[src/rtl/aud_ctrl_pkg.sv]
// Shared types for the audio playback sequencer: FSM state encoding (also
// exported on o_state), speed mode, and the pending-read target tag.
package aud_ctrl_pkg;

    localparam int ADDR_W_DEF = 20;
    localparam int DATA_W_DEF = 16;

    typedef enum logic [2:0] {
        ST_IDLE      = 3'd0,
        ST_FETCH_CUR = 3'd1,
        ST_FETCH_NXT = 3'd2,
        ST_WAIT_TICK = 3'd3,
        ST_PAUSE     = 3'd4,
        ST_DONE      = 3'd5
    } state_e;

    typedef enum logic [1:0] {
        MODE_NORMAL = 2'd0,
        MODE_FAST   = 2'd1,
        MODE_SLOW   = 2'd2
    } mode_e;

    typedef enum logic [1:0] {
        PEND_NONE = 2'd0,
        PEND_CUR  = 2'd1,
        PEND_NXT  = 2'd2
    } pend_e;

    // Fast wins over slow when both are requested.
    function automatic mode_e sel_mode(input logic fast, input logic slow);
        if (fast) return MODE_FAST;
        if (slow) return MODE_SLOW;
        return MODE_NORMAL;
    endfunction

endpackage

[src/rtl/aud_interp.sv]
// Output sample selection: zero-order hold of cur, or linear step between
// cur and nxt at phase k/N with an arithmetic-shift divide.
module aud_interp
    import aud_ctrl_pkg::*;
#(
    parameter int DATA_W = DATA_W_DEF
) (
    input  logic signed [DATA_W-1:0] cur,
    input  logic signed [DATA_W-1:0] nxt,
    input  logic        [2:0]        k,
    input  logic        [1:0]        rate_log2,
    input  logic                     interp,
    output logic signed [DATA_W-1:0] sample
);

    localparam int PROD_W = DATA_W + 4;

    logic signed [DATA_W:0]   diff;
    logic signed [PROD_W-1:0] diff_ext;
    logic signed [PROD_W-1:0] k_ext;
    logic signed [PROD_W-1:0] cur_ext;
    logic signed [PROD_W-1:0] prod;
    logic signed [PROD_W-1:0] step;

    // k < N keeps the result between cur and nxt, so truncation cannot overflow.
    always_comb begin
        diff     = {nxt[DATA_W-1], nxt} - {cur[DATA_W-1], cur};
        diff_ext = {{3{diff[DATA_W]}}, diff};
        k_ext    = {{(PROD_W-3){1'b0}}, k};
        cur_ext  = {{4{cur[DATA_W-1]}}, cur};
        prod     = diff_ext * k_ext;
        step     = prod >>> rate_log2;
        sample   = interp ? DATA_W'(cur_ext + step) : cur;
    end

endmodule

[src/rtl/aud_play_ctrl.sv]
// Playback sequencer: fetches samples from SRAM, applies fast/slow/normal
// speed, and presents one sample per DACLRCK frame to the I2S serializer.
//
// state     | meaning
// IDLE      | stopped, pointer at 0
// FETCH_CUR | reading sample at ptr into cur
// FETCH_NXT | reading sample at min(ptr+1,end) into nxt (slow interp)
// WAIT_TICK | cur/nxt ready, waiting for frame tick to emit
// PAUSE     | halted, ptr/k held, in-flight read still lands
// DONE      | one-cycle end-of-record pulse, then IDLE
module aud_play_ctrl
    import aud_ctrl_pkg::*;
#(
    parameter int ADDR_W = ADDR_W_DEF,
    parameter int DATA_W = DATA_W_DEF,
    parameter int RD_LAT = 1
) (
    input  logic              i_clk,
    input  logic              i_rst,
    input  logic              i_start,
    input  logic              i_pause,
    input  logic              i_stop,
    input  logic              i_fast,
    input  logic              i_slow,
    input  logic [1:0]        i_rate_log2,
    input  logic              i_interp,
    input  logic [ADDR_W-1:0] i_end_addr,
    input  logic              i_daclrck,
    output logic [ADDR_W-1:0] o_sram_addr,
    output logic              o_sram_rd,
    input  logic [DATA_W-1:0] i_sram_data,
    output logic [DATA_W-1:0] o_dac_data,
    output logic              o_player_en,
    output logic [2:0]        o_state,
    output logic              o_done,
    output logic              o_underrun
);

    localparam int LAT_W = $clog2(RD_LAT + 1);

    state_e              state_q, state_d;
    mode_e               mode_q, mode_d;
    pend_e               pend_q, pend_d;
    logic [1:0]          rate_q, rate_d;
    logic                interp_q, interp_d;
    logic [ADDR_W-1:0]   ptr_q, ptr_d;
    logic [2:0]          k_q, k_d;
    logic [DATA_W-1:0]   cur_q, cur_d;
    logic [DATA_W-1:0]   nxt_q, nxt_d;
    logic [LAT_W-1:0]    wait_q, wait_d;
    logic                lrck_q;
    logic [ADDR_W-1:0]   addr_q, addr_d;
    logic                rd_q, rd_d;
    logic [DATA_W-1:0]   dac_q, dac_d;
    logic                en_q, en_d;
    logic                done_q, done_d;
    logic                under_q, under_d;

    logic                tick;
    logic                fetch_done;
    logic                adv;
    logic                k_last;
    logic [3:0]          n_val;
    logic [ADDR_W:0]     end_ext;
    logic [ADDR_W:0]     ptr_inc1;
    logic [ADDR_W:0]     new_ptr;
    logic [ADDR_W-1:0]   nxt_addr;
    logic [DATA_W-1:0]   sample;

    aud_interp #(.DATA_W(DATA_W)) u_interp (
        .cur       (cur_q),
        .nxt       (nxt_q),
        .k         (k_q),
        .rate_log2 (rate_q),
        .interp    (interp_q && (mode_q == MODE_SLOW)),
        .sample    (sample)
    );

    always_comb begin
        tick       = i_daclrck & ~lrck_q;
        fetch_done = (pend_q != PEND_NONE) && (wait_q == '0);
        n_val      = 4'd1 << rate_q;
        k_last     = (k_q == (n_val[2:0] - 3'd1));
        end_ext    = {1'b0, i_end_addr};
        ptr_inc1   = {1'b0, ptr_q} + (ADDR_W+1)'(1);
        nxt_addr   = (ptr_inc1 > end_ext) ? i_end_addr : ptr_inc1[ADDR_W-1:0];
        adv        = 1'b0;
        new_ptr    = ptr_inc1;

        state_d  = state_q;
        mode_d   = mode_q;
        pend_d   = pend_q;
        rate_d   = rate_q;
        interp_d = interp_q;
        ptr_d    = ptr_q;
        k_d      = k_q;
        cur_d    = cur_q;
        nxt_d    = nxt_q;
        wait_d   = wait_q;
        addr_d   = addr_q;
        dac_d    = dac_q;
        rd_d     = 1'b0;
        under_d  = 1'b0;

        // An issued read always lands, whatever the FSM does meanwhile.
        if (pend_q != PEND_NONE) begin
            if (wait_q == '0) begin
                if (pend_q == PEND_CUR) cur_d = i_sram_data;
                else                    nxt_d = i_sram_data;
                pend_d = PEND_NONE;
            end else begin
                wait_d = wait_q - LAT_W'(1);
            end
        end

        if (i_stop) begin
            state_d = ST_IDLE;
            ptr_d   = '0;
            k_d     = '0;
            dac_d   = '0;
            pend_d  = PEND_NONE;
        end else if (i_pause && (state_q inside {ST_FETCH_CUR, ST_FETCH_NXT, ST_WAIT_TICK})) begin
            state_d = ST_PAUSE;
        end else begin
            case (state_q)
                ST_IDLE, ST_PAUSE: begin
                    if (i_start) begin
                        if (state_q == ST_IDLE) begin
                            ptr_d = '0;
                            k_d   = '0;
                        end
                        mode_d   = sel_mode(i_fast, i_slow);
                        rate_d   = i_rate_log2;
                        interp_d = i_interp;
                        addr_d   = (state_q == ST_IDLE) ? '0 : ptr_q;
                        rd_d     = 1'b1;
                        pend_d   = PEND_CUR;
                        wait_d   = LAT_W'(RD_LAT);
                        state_d  = ST_FETCH_CUR;
                    end
                end
                ST_FETCH_CUR: begin
                    under_d = tick;
                    if (fetch_done) begin
                        if (mode_q == MODE_SLOW && interp_q) begin
                            addr_d  = nxt_addr;
                            rd_d    = 1'b1;
                            pend_d  = PEND_NXT;
                            wait_d  = LAT_W'(RD_LAT);
                            state_d = ST_FETCH_NXT;
                        end else begin
                            state_d = ST_WAIT_TICK;
                        end
                    end
                end
                ST_FETCH_NXT: begin
                    under_d = tick;
                    if (fetch_done) state_d = ST_WAIT_TICK;
                end
                ST_WAIT_TICK: begin
                    if (tick) begin
                        dac_d = sample;
                        adv   = 1'b1;
                        case (mode_q)
                            MODE_FAST: new_ptr = {1'b0, ptr_q} + (ADDR_W+1)'(n_val);
                            MODE_SLOW: begin
                                if (k_last) begin
                                    k_d = '0;
                                end else begin
                                    k_d = k_q + 3'd1;
                                    adv = 1'b0;
                                end
                            end
                            default: new_ptr = ptr_inc1;
                        endcase
                        if (adv) begin
                            if (new_ptr > end_ext) begin
                                state_d = ST_DONE;
                            end else begin
                                ptr_d   = new_ptr[ADDR_W-1:0];
                                addr_d  = new_ptr[ADDR_W-1:0];
                                rd_d    = 1'b1;
                                pend_d  = PEND_CUR;
                                wait_d  = LAT_W'(RD_LAT);
                                state_d = ST_FETCH_CUR;
                            end
                        end
                    end
                end
                ST_DONE: state_d = ST_IDLE;
                default: state_d = ST_IDLE;
            endcase
        end

        en_d   = state_d inside {ST_FETCH_CUR, ST_FETCH_NXT, ST_WAIT_TICK};
        done_d = (state_d == ST_DONE);
    end

    always_ff @(posedge i_clk) begin
        if (i_rst) begin
            state_q  <= ST_IDLE;
            mode_q   <= MODE_NORMAL;
            pend_q   <= PEND_NONE;
            rate_q   <= '0;
            interp_q <= 1'b0;
            ptr_q    <= '0;
            k_q      <= '0;
            cur_q    <= '0;
            nxt_q    <= '0;
            wait_q   <= '0;
            lrck_q   <= 1'b0;
            addr_q   <= '0;
            rd_q     <= 1'b0;
            dac_q    <= '0;
            en_q     <= 1'b0;
            done_q   <= 1'b0;
            under_q  <= 1'b0;
        end else begin
            state_q  <= state_d;
            mode_q   <= mode_d;
            pend_q   <= pend_d;
            rate_q   <= rate_d;
            interp_q <= interp_d;
            ptr_q    <= ptr_d;
            k_q      <= k_d;
            cur_q    <= cur_d;
            nxt_q    <= nxt_d;
            wait_q   <= wait_d;
            lrck_q   <= i_daclrck;
            addr_q   <= addr_d;
            rd_q     <= rd_d;
            dac_q    <= dac_d;
            en_q     <= en_d;
            done_q   <= done_d;
            under_q  <= under_d;
        end
    end

    assign o_state     = state_q;
    assign o_sram_addr = addr_q;
    assign o_sram_rd   = rd_q;
    assign o_dac_data  = dac_q;
    assign o_player_en = en_q;
    assign o_done      = done_q;
    assign o_underrun  = under_q;

endmodule

[config.mk]
export PLATFORM = sky130hd
export DESIGN_NAME = aud_play_ctrl
export DESIGN_NICKNAME = d
export VERILOG_FILES = /design/src/rtl/aud_ctrl_pkg.sv /design/src/rtl/aud_interp.sv /design/src/rtl/aud_play_ctrl.sv
export SDC_FILE = /design/constraint.sdc
export NUM_CORES = 1
export LEC_CHECK = 0
export ABC_CLOCK_PERIOD_IN_PS = 7600
export BUFFER_PORTS_ARGS = -buffer_cell sky130_fd_sc_hd__clkbuf_2
export CORE_MARGIN = 5
export CORE_UTILIZATION = 60
export CTS_BUF_LIST = sky130_fd_sc_hd__clkbuf_4
export CTS_CLUSTER_SIZE = 24
export DETAILED_ROUTE_END_ITERATION = 12
export HOLD_SLACK_MARGIN = 0.03
export PLACE_DENSITY = 0.89
export SLEW_MARGIN = 20
export SYNTH_ARGS = -nofsm -noshare
export SYNTH_HDL_FRONTEND = slang
export SYNTH_HIERARCHICAL = 1
export SYNTH_SLANG_ARGS = --single-unit
export TNS_END_PERCENT = 20
[constraint.sdc]
create_clock -name i_clk -period 7.6 [get_ports i_clk]
set_input_delay 0.76 -clock i_clk [delete_from_list [all_inputs] [get_ports i_clk]]
set_output_delay 0.76 -clock i_clk [all_outputs]
set_load 0.05 [all_outputs]
==> run_results.csv, run 1 <==
group,metric,value,unit
outcome,status,"finished, final reports clean",
synth,synthCells,1421,
timing,slew-limit-headroom,38.69,%
clock_tree,cts_made_buffers,9,
synth,synth_edf_count,0,
timing,final-max-slew-violation-count,0,
clock_tree,cts_max_level,3,
synth,synth_top_cell_area_share,19.94,%
global_route,grt_max_degree,54,
worst_setup_path,critPathKind,"reg2reg",
global_route,track_usage,29.22,%
power_and_ir_drop,irDropWorstVdd,99.22,uV
flow_run,drv_cap,0,
clock_tree,cts_resized,0,
timing,hold_violations,0,
floorplan,chipWidth,143.8,um
power_and_ir_drop,internal_power,0.7694,mW
synth,yosys.area_share.simple,22.43,%
synth,syn_area,10740,um2
synth,yosysWarnings,6,
timing,setup_viol,0,
clock_tree,post_cts_buffers,0,
synth,synth_top_area_cell,"dfxtp_1",
worst_setup_path,critPathMaxFanout,5,
timing,fin_crit_sh,91.27,%
timing,clock_skew,0.02766,ns
power_and_ir_drop,p_clk_share,29.2,%
timing,fin_hold_ws,0.4307,ns
placed_design,globalplace.congestion,1.011,
layout,final.fill_count,1552,
clock_tree,cts_buffer_depth,2,
worst_setup_path,crit_buf_inv,2,
timing,fmax,0.1442,GHz
power_and_ir_drop,p_per_area,103.5,nW/um2
power_and_ir_drop,power.leakage,5.339,nW
synth,yosys-top-cells-area,"dfxtp_1 (20%), ha_1 (13%), nand2_1 (6.8%)",
drt,routed_wl,30.66,mm
timing,finalSetupTns,0,ns
drt,ant_nets,0,
hold_path,min_path_type,"in2reg",
timing,grt_setup_unrepaired,"no",
clock_tree,cts.sinks,107,
worst_setup_path,cp.arrival,7.40,ns
synth,ys_types,93,
synth,synth_seq_cells,107,
synth,avgSynthCellArea,7.558,um2
global_route,overflow,0,
placed_design,hpwl,23.39,mm
power_and_ir_drop,power_frac_seq,50.2,%
synth,yosys.area_share.xor_xnor,5.289,%
clock_tree,ctsHoldBuffers,0,
synth,synth_compound_area_share,25.27,%
timing,post-route-min-period,6.937,ns
clock_tree,cts_tree,"done",
layout,area_growth,6.127,%
synth,async_flop_share,0,%
floorplan,io_pins,90,
global_route,antenna_found_initial,1,
clock_tree,clkTransAtPathRegs,0.21,ns
worst_setup_path,max_stage_delay,0.50,ns
power_and_ir_drop,power_switching,0.4108,mW
timing,tightest_slew,0.9184,ns
worst_setup_path,cpLargestDelayFamily,"compound AO/OA/AOI/OAI gates",
synth,ys_seq_area_share,19.94,%
drt,drtIter0Drc,1048,
clock_tree,cts-root-buf,"clkbuf_4",
synth,synthAdderAreaFrac,16.82,%
drt,wl_per_cell,18.10,um
drt,drcViolationCount,0,
placed_design,port_buffers,89,
layout,fin_nets,1639,
worst_setup_path,start_kind,"flip-flop",
synth,syn_nets,1601,
floorplan,coreArea,17780,um2
synth,synthMuxAreaShare,2.901,%
power_and_ir_drop,swShare,34.81,%
drt,avgViaCountPerCell,6.283,
worst_setup_path,cp-end-kind,"flip-flop",
power_and_ir_drop,comb_power_share,20.6,%
floorplan,die_y,143.8,um
global_route,first_global_vias,10250,
synth,synthFlopType,"dfxtp_1",
worst_setup_path,crit_top_cell,"ha_1",
drt,first_pass_iters,7,
floorplan,fp-row-count,49,
synth,synth_top_family_by_area,"compound AO/OA/AOI/OAI gates",
clock_tree,clock_latency,0.54,ns
worst_setup_path,required,8.06,ns
drt,vias,10640,
floorplan,initial_core_util,60.41,%
worst_setup_path,cp_slowest_cell,"dfxtp_1",
layout,drive_gt1_share,12.16,%
floorplan,die-area,20680,um2
global_route,grt_pass1_wl,49.15,mm
## logic make-up (layout without fill, tap and decap cells)
kind of cell | count (synthesis) | after routing
buffers and inverters | 196 | 239
muxes | 30 | 30
AOI/OAI and AO/OA | 393 | 393
xor gates and xnor gates | 64 | 64
adders and majority gates | 133 | 133
and+or+nand+nor | 498 | 498
DFF | 107 | 107
other | 0 | 1
## per-stage QoR
stage	std cells	total power, mW	instance area, um2	util [%]	setup slack [ns]
floorplan	1421	0.7714	10740	-	1.527
global placement	1677	0.8333	11240	63.20	1.089
detailed placement	1677	0.8396	11240	63.20	0.8553
CTS	1693	1.176	11390	64.09	0.7653
global route	1694	1.227	11400	64.11	0.1497
finish	1694	1.180	11400	64.11	0.6633
## path summary, 6_finish.rpt
| path | from | to | slack (ns) | cells past startpoint |
|---|---|---|---|---|
| setup reg to reg | cur_q[1]$_SDFFE_PP0P_ | o_dac_data[15]$_SDFFE_PP0P_ | 0.66 | 30 |
| hold / removal | i_interp | interp_q$_SDFFE_PP0P_ | 0.43 | 3 |
| setup / recovery | cur_q[1]$_SDFFE_PP0P_ | o_dac_data[15]$_SDFFE_PP0P_ | 0.66 | 30 |
| hold reg to reg | o_dac_data[8]$_SDFFE_PP0P_ | o_dac_data[8]$_SDFFE_PP0P_ | 0.47 | 2 |
## power by group through the flow
stage | registers (mW) | clock network [mW] | logic (mW)
6_report | 0.593 | 0.344 | 0.243
5_1_grt | 0.595 | 0.370 | 0.262
4_1_cts | 0.592 | 0.346 | 0.238
3_5_place_dp | 0.604 | 0 | 0.236
3_3_place_gp | 0.603 | 0 | 0.230
2_1_floorplan | 0.632 | 0 | 0.139
## area by class of cell
| cell class | count | area, um2 | area share, % |
|---|---|---|---|
| antenna | 1 | 2.502 | 0.02195 |
| multi-input combinational | 1118 | 7812 | 68.54 |
| timing repair buffer | 102 | 543.0 | 4.764 |
| inverter | 121 | 454.2 | 3.985 |
| tap | 229 | 286.5 | 2.514 |
| clock buffer | 10 | 75.07 | 0.6586 |
| clock inverter | 6 | 82.58 | 0.7245 |
| sequential | 107 | 2142 | 18.79 |
## flip-flops by register name, summed over array words and instances (netlist names), 2 cells and up
name,count
o_sram_addr,20
k_q,3
pend_q,2
cur_q,16
ptr_q,20
o_state,3
nxt_q,16
rate_q,2
mode_q,2
o_dac_data,16
## layer usage
metal	vias up	share of wire (%)	global-route usage (%)
met4	0	4.7	15.26
met2	499	49	51.69
met5	-	0	0
met3	122	7.2	4.326
li1	5094	-	-
met1	4928	39	34.09
## cell usage after synthesis (6+ instances only)
master / count
nand2_1: 194
inv_1: 121
a21oi_1: 117
ha_1: 114
dfxtp_1: 107
nor2_1: 94
o21ai_0: 57
clkbuf_1: 50
xnor2_1: 47
and2_1: 36
nand3_1: 36
a21o_1: 27
mux2i_1: 24
nor3_1: 24
nand2b_1: 23
o211ai_1: 22
fa_1: 19
a211o_1: 18
a211oi_1: 17
buf_2: 17
xor2_1: 16
nand4_1: 15
o21a_1: 14
a31oi_1: 12
nor2b_1: 12
or3_1: 12
o21ai_1: 9
a311oi_1: 8
nor4_1: 8
a22o_1: 7
and3_1: 7
and3_2: 7
a221o_2: 6
o21bai_1: 6
or2_2: 6
## worst reg2reg max path: cells and delay by family, from the launching register on
family,cells,cell delay (ns)
AO/OA/AOI/OAI,13,2.87
AND/OR/NAND/NOR,8,1.55
adder cells (fa/ha/maj),4,1.28
flip-flops,1,0.50
multiplexers,2,0.35
XOR/XNOR,1,0.18
buffers and inverters,2,0.13
## cell usage in the layout, fill, tap and decap left out, drive strengths merged, types with 27 or more instances in the layout
master	instances
dfxtp	107
a21oi	120
xnor2	48
nand3	36
nor2	94
clkbuf	99
inv	124
a21o	27
and2	36
nand2	194
o21ai	69
ha	114
nor3	27
No activity file was read; power rests on OpenSTA's default activity.
==> run 2: changes to the inputs <==
ABC_AREA = 1   (was default)
CTS_CLUSTER_SIZE = default   (was 24)
==> run 2 against run 1 <==
Effect of this change: synthesized cell count grew 21%; sequential cell count stayed put; non-clock buffer count is 11 lower; largest cell class unchanged; critical path type unchanged; fmax up 13%.
==> run_results.csv, run 2 <==
group,metric,value,unit
floorplan,io_pins,90,
synth,synth_top_cell_area_share,19.38,%
synth,yosys.area_share.xor_xnor,4.912,%
timing,final-max-slew-violation-count,0,
timing,hold_violations,0,
drt,drtIter0Drc,1234,
clock_tree,post_cts_buffers,0,
layout,fin_nets,1944,
worst_setup_path,critPathKind,"reg2reg",
power_and_ir_drop,irDropWorstVdd,140.7,uV
timing,fmax,0.1634,GHz
timing,fin_crit_sh,80.52,%
worst_setup_path,cp_slowest_cell,"fa_1",
clock_tree,cts_tree,"done",
clock_tree,clock_latency,0.52,ns
floorplan,die-area,21240,um2
worst_setup_path,crit_buf_inv,4,
worst_setup_path,cp.depth,36,
layout,final_common_cell,"nand2_1",
placed_design,hpwl,24.36,mm
worst_setup_path,critPathMaxFanout,5,
global_route,track_usage,28.48,%
layout,area_growth,5.286,%
synth,yosys-top-cells-area,"dfxtp_1 (19%), ha_1 (13%), nand2_1 (12%)",
clock_tree,cts_resized,0,
outcome,status,"finished, final reports clean",
drt,avgViaCountPerCell,5.807,
global_route,grt_pass1_wl,51.12,mm
drt,vias,11610,
synth,yosysMostFrequentCell,"nand2_1",
synth,synthCells,1723,
global_route,first_global_vias,10630,
drt,wl_per_cell,15.45,um
synth,synth_edf_count,0,
drt,drcViolationCount,0,
synth,ys_seq_area_share,19.38,%
synth,synth_top_area_cell,"dfxtp_1",
clock_tree,cts.sinks,107,
placed_design,globalplace.congestion,0.9762,
synth,async_flop_share,0,%
timing,finalSetupTns,0,ns
placed_design,port_buffers,89,
timing,clock_skew,0.02465,ns
synth,yosys.area_share.simple,29.59,%
timing,post-route-min-period,6.120,ns
worst_setup_path,cp-end-kind,"flip-flop",
clock_tree,clkTransAtPathRegs,0.19,ns
layout,drive_gt1_share,10.29,%
floorplan,chipWidth,145.7,um
power_and_ir_drop,p_per_area,121.7,nW/um2
flow_run,drv_cap,0,
global_route,grt_max_degree,59,
drt,ant_nets,0,
power_and_ir_drop,power.leakage,5.973,nW
timing,tightest_slew,1.051,ns
layout,final_cell_mix,"nand2_1 (344), inv_1 (240), nor2_1 (177)",
global_route,antenna_found_initial,0,
worst_setup_path,r2r_cells,36,
synth,yosysWarnings,6,
clock_tree,cts_buffer_depth,2,
synth,synth_compound_area_share,17.33,%
synth,synth_top_family_by_area,"simple AND/OR/NAND/NOR gates",
drt,first_pass_iters,6,
timing,slew-limit-headroom,29.74,%
clock_tree,cts_made_buffers,9,
worst_setup_path,cpLargestDelayFamily,"adder cells",
synth,synthFlopType,"dfxtp_1",
synth,syn_nets,1903,
worst_setup_path,cp.arrival,6.54,ns
hold_path,hold_depth,3,
floorplan,initial_core_util,61.33,%
synth,synth_seq_cells,107,
timing,setup_viol,0,
global_route,overflow,0,
worst_setup_path,max_stage_delay,0.52,ns
floorplan,fp-row-count,49,
floorplan,die_y,145.7,um
synth,syn_area,11050,um2
drt,routed_wl,30.89,mm
clock_tree,cts-root-buf,"clkbuf_4",
timing,fin_hold_ws,0.4461,ns
synth,synthMuxAreaShare,0.5433,%
worst_setup_path,required,8.02,ns
synth,avgSynthCellArea,6.416,um2
clock_tree,cts_max_level,3,
timing,grt_setup_unrepaired,"no",
synth,synth_common_cells,"nand2_1 (344), inv_1 (241), nor2_1 (178), a21oi_1 (126), nand3_1 (126)",
synth,ys_types,58,
hold_path,min_path_type,"in2reg",
synth,synthAdderAreaFrac,16.34,%
worst_setup_path,start_kind,"flip-flop",
floorplan,coreArea,18020,um2
clock_tree,ctsHoldBuffers,0,
-- run 2: cell types whose count changed in the layout (fill, tap and decap cells not counted), sizes merged, moves of 34 or more --
cell	previous run	this run
nand3	36	135
o21ai	69	157
nand2	194	360
nor2	94	194
xor2	16	50
xnor2	48	12
inv	124	259
-- run 2: layer usage --
layer  global-route usage, %  vias to the layer above  share of wire (%)
met5                       0                        -                  0
met3                   5.170                       98                 11
li1                        -                     5670                  -
met4                   8.675                        0                3.0
met1                   40.62                     5217                 44
met2                   43.78                      623                 42
-- run 2: cell type report --
| class | count | area [um2] |
|---|---|---|
| Timing Repair Buffer | 91 | 460.4 |
| Inverter | 266 | 1006 |
| Sequential cell | 107 | 2142 |
| Clock inverter | 7 | 75.07 |
| Antenna cell | 1 | 2.502 |
| Clock buffer | 9 | 67.56 |
| Tap cell | 229 | 286.5 |
| Fill cell | 1629 | 6386 |
| Multi-Input combinational cell | 1289 | 7599 |
-- run 2: report_power, final --
group          internal (mW)  switching, mW  total (mW)  leakage, nW
combinational          0.156          0.325       0.481         5.03
sequential             0.585         0.0304       0.615        0.870
clock                  0.103          0.218       0.321       0.0775
-- run 2: cell families after synthesis --
group	Yosys count
adders and majority gates	133
muxes	6
DFF	107
AOI/OAI and AO/OA	348
and+or+nand+nor	740
xor gates and xnor gates	62
buffers and inverters	327
-- run 2: through the flow --
stage | utilization (%) | total power, mW | cells | setup slack (ns) | area, um2
after floorplan | - | 0.9854 | 1723 | 2.256 | 11050
after global placement | 63.77 | 1.082 | 1982 | 1.805 | 11490
after detailed placement | 63.77 | 1.095 | 1982 | 1.621 | 11490
after CTS | 64.56 | 1.413 | 1998 | 1.572 | 11640
after global routing | 64.56 | 1.504 | 1998 | 0.9455 | 11640
final | 64.57 | 1.417 | 1999 | 1.480 | 11640
-- run 2: path summary, 6_finish.rpt --
kind,start,endpoint,slack (ns)
worst max-delay path,cur_q[4]$_SDFFE_PP0P_,o_dac_data[15]$_SDFFE_PP0P_,1.48
worst min-delay path,i_daclrck,lrck_q$_SDFF_PP0_,0.45
worst max register to register,cur_q[4]$_SDFFE_PP0P_,o_dac_data[15]$_SDFFE_PP0P_,1.48
worst min register to register,cur_q[2]$_SDFFE_PP0P_,cur_q[2]$_SDFFE_PP0P_,0.48
-- run 2: tightest hold or removal path: stages --
cell and delay, ns:
clkbuf_2 0.08, inv_1 0.06, nor2_1 0.04
==> run 3: changes to the inputs <==
ABC_CLOCK_PERIOD_IN_PS = 5900   (was 7600)
clock period = 5.9 ns   (was 7.6 ns; I/O delays follow)
==> run 3 against run 2 <==
Effect of this change: global-route usage is 0.11 points higher; cell count is 1.4% higher; wire length is 6.0% higher; core utilization is 3.8 points higher; worst setup slack worse by 1.3 ns; non-clock buffer count is 28 higher; via count is 0.25% lower; critical endpoint unchanged; highest routed layer is now met5.
==> run_results.csv, run 3 (synthesized netlist as in run 2, its figures left out) <==
group,metric,value,unit
global_route,antenna_found_initial,2,
floorplan,fp-row-count,49,
clock_tree,clock_latency,0.54,ns
worst_setup_path,cp-end-kind,"flip-flop",
clock_tree,cts.sinks,107,
worst_setup_path,cp.arrival,6.13,ns
global_route,track_usage,28.59,%
worst_setup_path,start_kind,"flip-flop",
flow_run,drv_cap,0,
timing,post-route-min-period,5.685,ns
timing,fin_crit_sh,96.36,%
timing,final-max-slew-violation-count,0,
timing,fin_hold_ws,0.2554,ns
layout,final_cell_mix,"nand2_1 (337), inv_1 (237), nor2_1 (175)",
worst_setup_path,required,6.34,ns
worst_setup_path,critPathMaxFanout,3,
timing,tightest_slew,0.9902,ns
clock_tree,cts_max_level,3,
worst_setup_path,cp_slowest_cell,"fa_1",
worst_setup_path,critPathKind,"reg2reg",
timing,slew-limit-headroom,33.74,%
drt,routed_wl,32.73,mm
layout,area_growth,11.42,%
floorplan,coreArea,18020,um2
floorplan,chipWidth,145.7,um
power_and_ir_drop,irDropWorstVdd,163.0,uV
placed_design,hpwl,25.36,mm
placed_design,port_buffers,89,
timing,hold_violations,0,
drt,vias,11580,
global_route,grt_max_degree,59,
layout,fin_nets,1972,
clock_tree,cts_tree,"done",
clock_tree,cts_made_buffers,9,
timing,fmax,0.1759,GHz
drt,drcViolationCount,0,
timing,grt_setup_unrepaired,"yes",
outcome,status,"finished, final reports clean",
placed_design,globalplace.congestion,0.9722,
drt,ant_nets,0,
power_and_ir_drop,p_per_area,152.5,nW/um2
floorplan,die-area,21240,um2
layout,final_common_cell,"nand2_1",
drt,avgViaCountPerCell,5.712,
floorplan,io_pins,90,
timing,setup_viol,0,
drt,drtIter0Drc,975,
layout,drive_gt1_share,16.19,%
global_route,grt_pass1_wl,51.09,mm
hold_path,min_path_type,"in2reg",
timing,finalSetupTns,0,ns
drt,first_pass_iters,8,
power_and_ir_drop,power.leakage,6.169,nW
worst_setup_path,max_stage_delay,0.43,ns
floorplan,initial_core_util,61.33,%
clock_tree,cts-root-buf,"clkbuf_4",
worst_setup_path,crit_top_cell,"inv_1",
clock_tree,clkTransAtPathRegs,0.19,ns
global_route,overflow,0,
floorplan,die_y,145.7,um
drt,wl_per_cell,16.15,um
global_route,first_global_vias,10530,
clock_tree,cts_buffer_depth,2,
timing,clock_skew,0.03729,ns
clock_tree,ctsHoldBuffers,0,
-- run 3: cell count changes in the layout (fill, tap and decap cells not counted), moves of 6 or more --
cell and delta:
buf_4 +28, a21oi_1 -16, ha_1 -15, a21oi_2 +13
ha_4 +10, dfxtp_1 -7, nand2_1 -7, nand2_2 +7
o21ai_0 -6, xor2_1 -6, xor2_2 +6
-- run 3: through the flow --
step           total power [mW]  cell area, um2  std cells  utilization (%)  worst slack (ns)
6_report                  1.879           12320       2027            68.33            0.2148
2_1_floorplan             1.269           11050       1723                -            0.5565
4_1_cts                   1.805           11770       2015            65.28           0.01030
5_1_grt                   1.979           12320       2027            68.33           -0.2083
3_3_place_gp              1.406           11620       1999            64.47            0.1246
3_5_place_dp              1.424           11620       1999            64.47          -0.04546
-- run 3: final timing paths --
kind,from,end,slack [ns],cells after the start
worst max-delay path,nxt_q[0]$_SDFFE_PP0P_,o_dac_data[15]$_SDFFE_PP0P_,0.21,38
worst min-delay path,i_daclrck,lrck_q$_SDFF_PP0_,0.26,3
worst min register to register,cur_q[3]$_SDFFE_PP0P_,cur_q[3]$_SDFFE_PP0P_,0.48,2
worst max register to register,nxt_q[0]$_SDFFE_PP0P_,o_dac_data[15]$_SDFFE_PP0P_,0.21,38
-- run 3: what timing repair did --
action,4_1_cts,5_1_grt
pin swaps,1,29
resized for setup,7,96
setup buffers,0,11
endpoints found under the setup margin,2,9
-- run 3: layer usage --
layer  wire length [um]  track usage, %
met3               3181           7.879
met4                763           8.675
met2              14380           43.46
met5                 14               0
met1              14390           39.52
-- run 3: report_power, final --
part	leakage [nW]	internal (mW)	switching [mW]	total [mW]
combinational	5.22	0.242	0.464	0.706
clock	0.0710	0.0937	0.296	0.390
sequential	0.874	0.754	0.0293	0.783
total	6.17	1.09	0.790	1.88
-- run 3: cell type report --
type | count | area [um2]
tap | 229 | 286.5
antenna | 1 | 2.502
fill | 1605 | 5708
timing repair buffer | 119 | 670.6
multi-input combinational | 1289 | 8065
sequential | 107 | 2156
clock buffer | 9 | 67.56
clock inverter | 7 | 62.56
inverter | 266 | 1006
-- run 3: critical path, delay by kind of cell, from the launching register on --
family	cells	cell delay [ns]
adder cells (fa/ha/maj)	6	1.79
multiplexers	1	0.20
buffers and inverters	7	0.52
XOR/XNOR	2	0.34
AO/OA/AOI/OAI	10	1.48
AND/OR/NAND/NOR	12	0.90
flip-flops	1	0.36
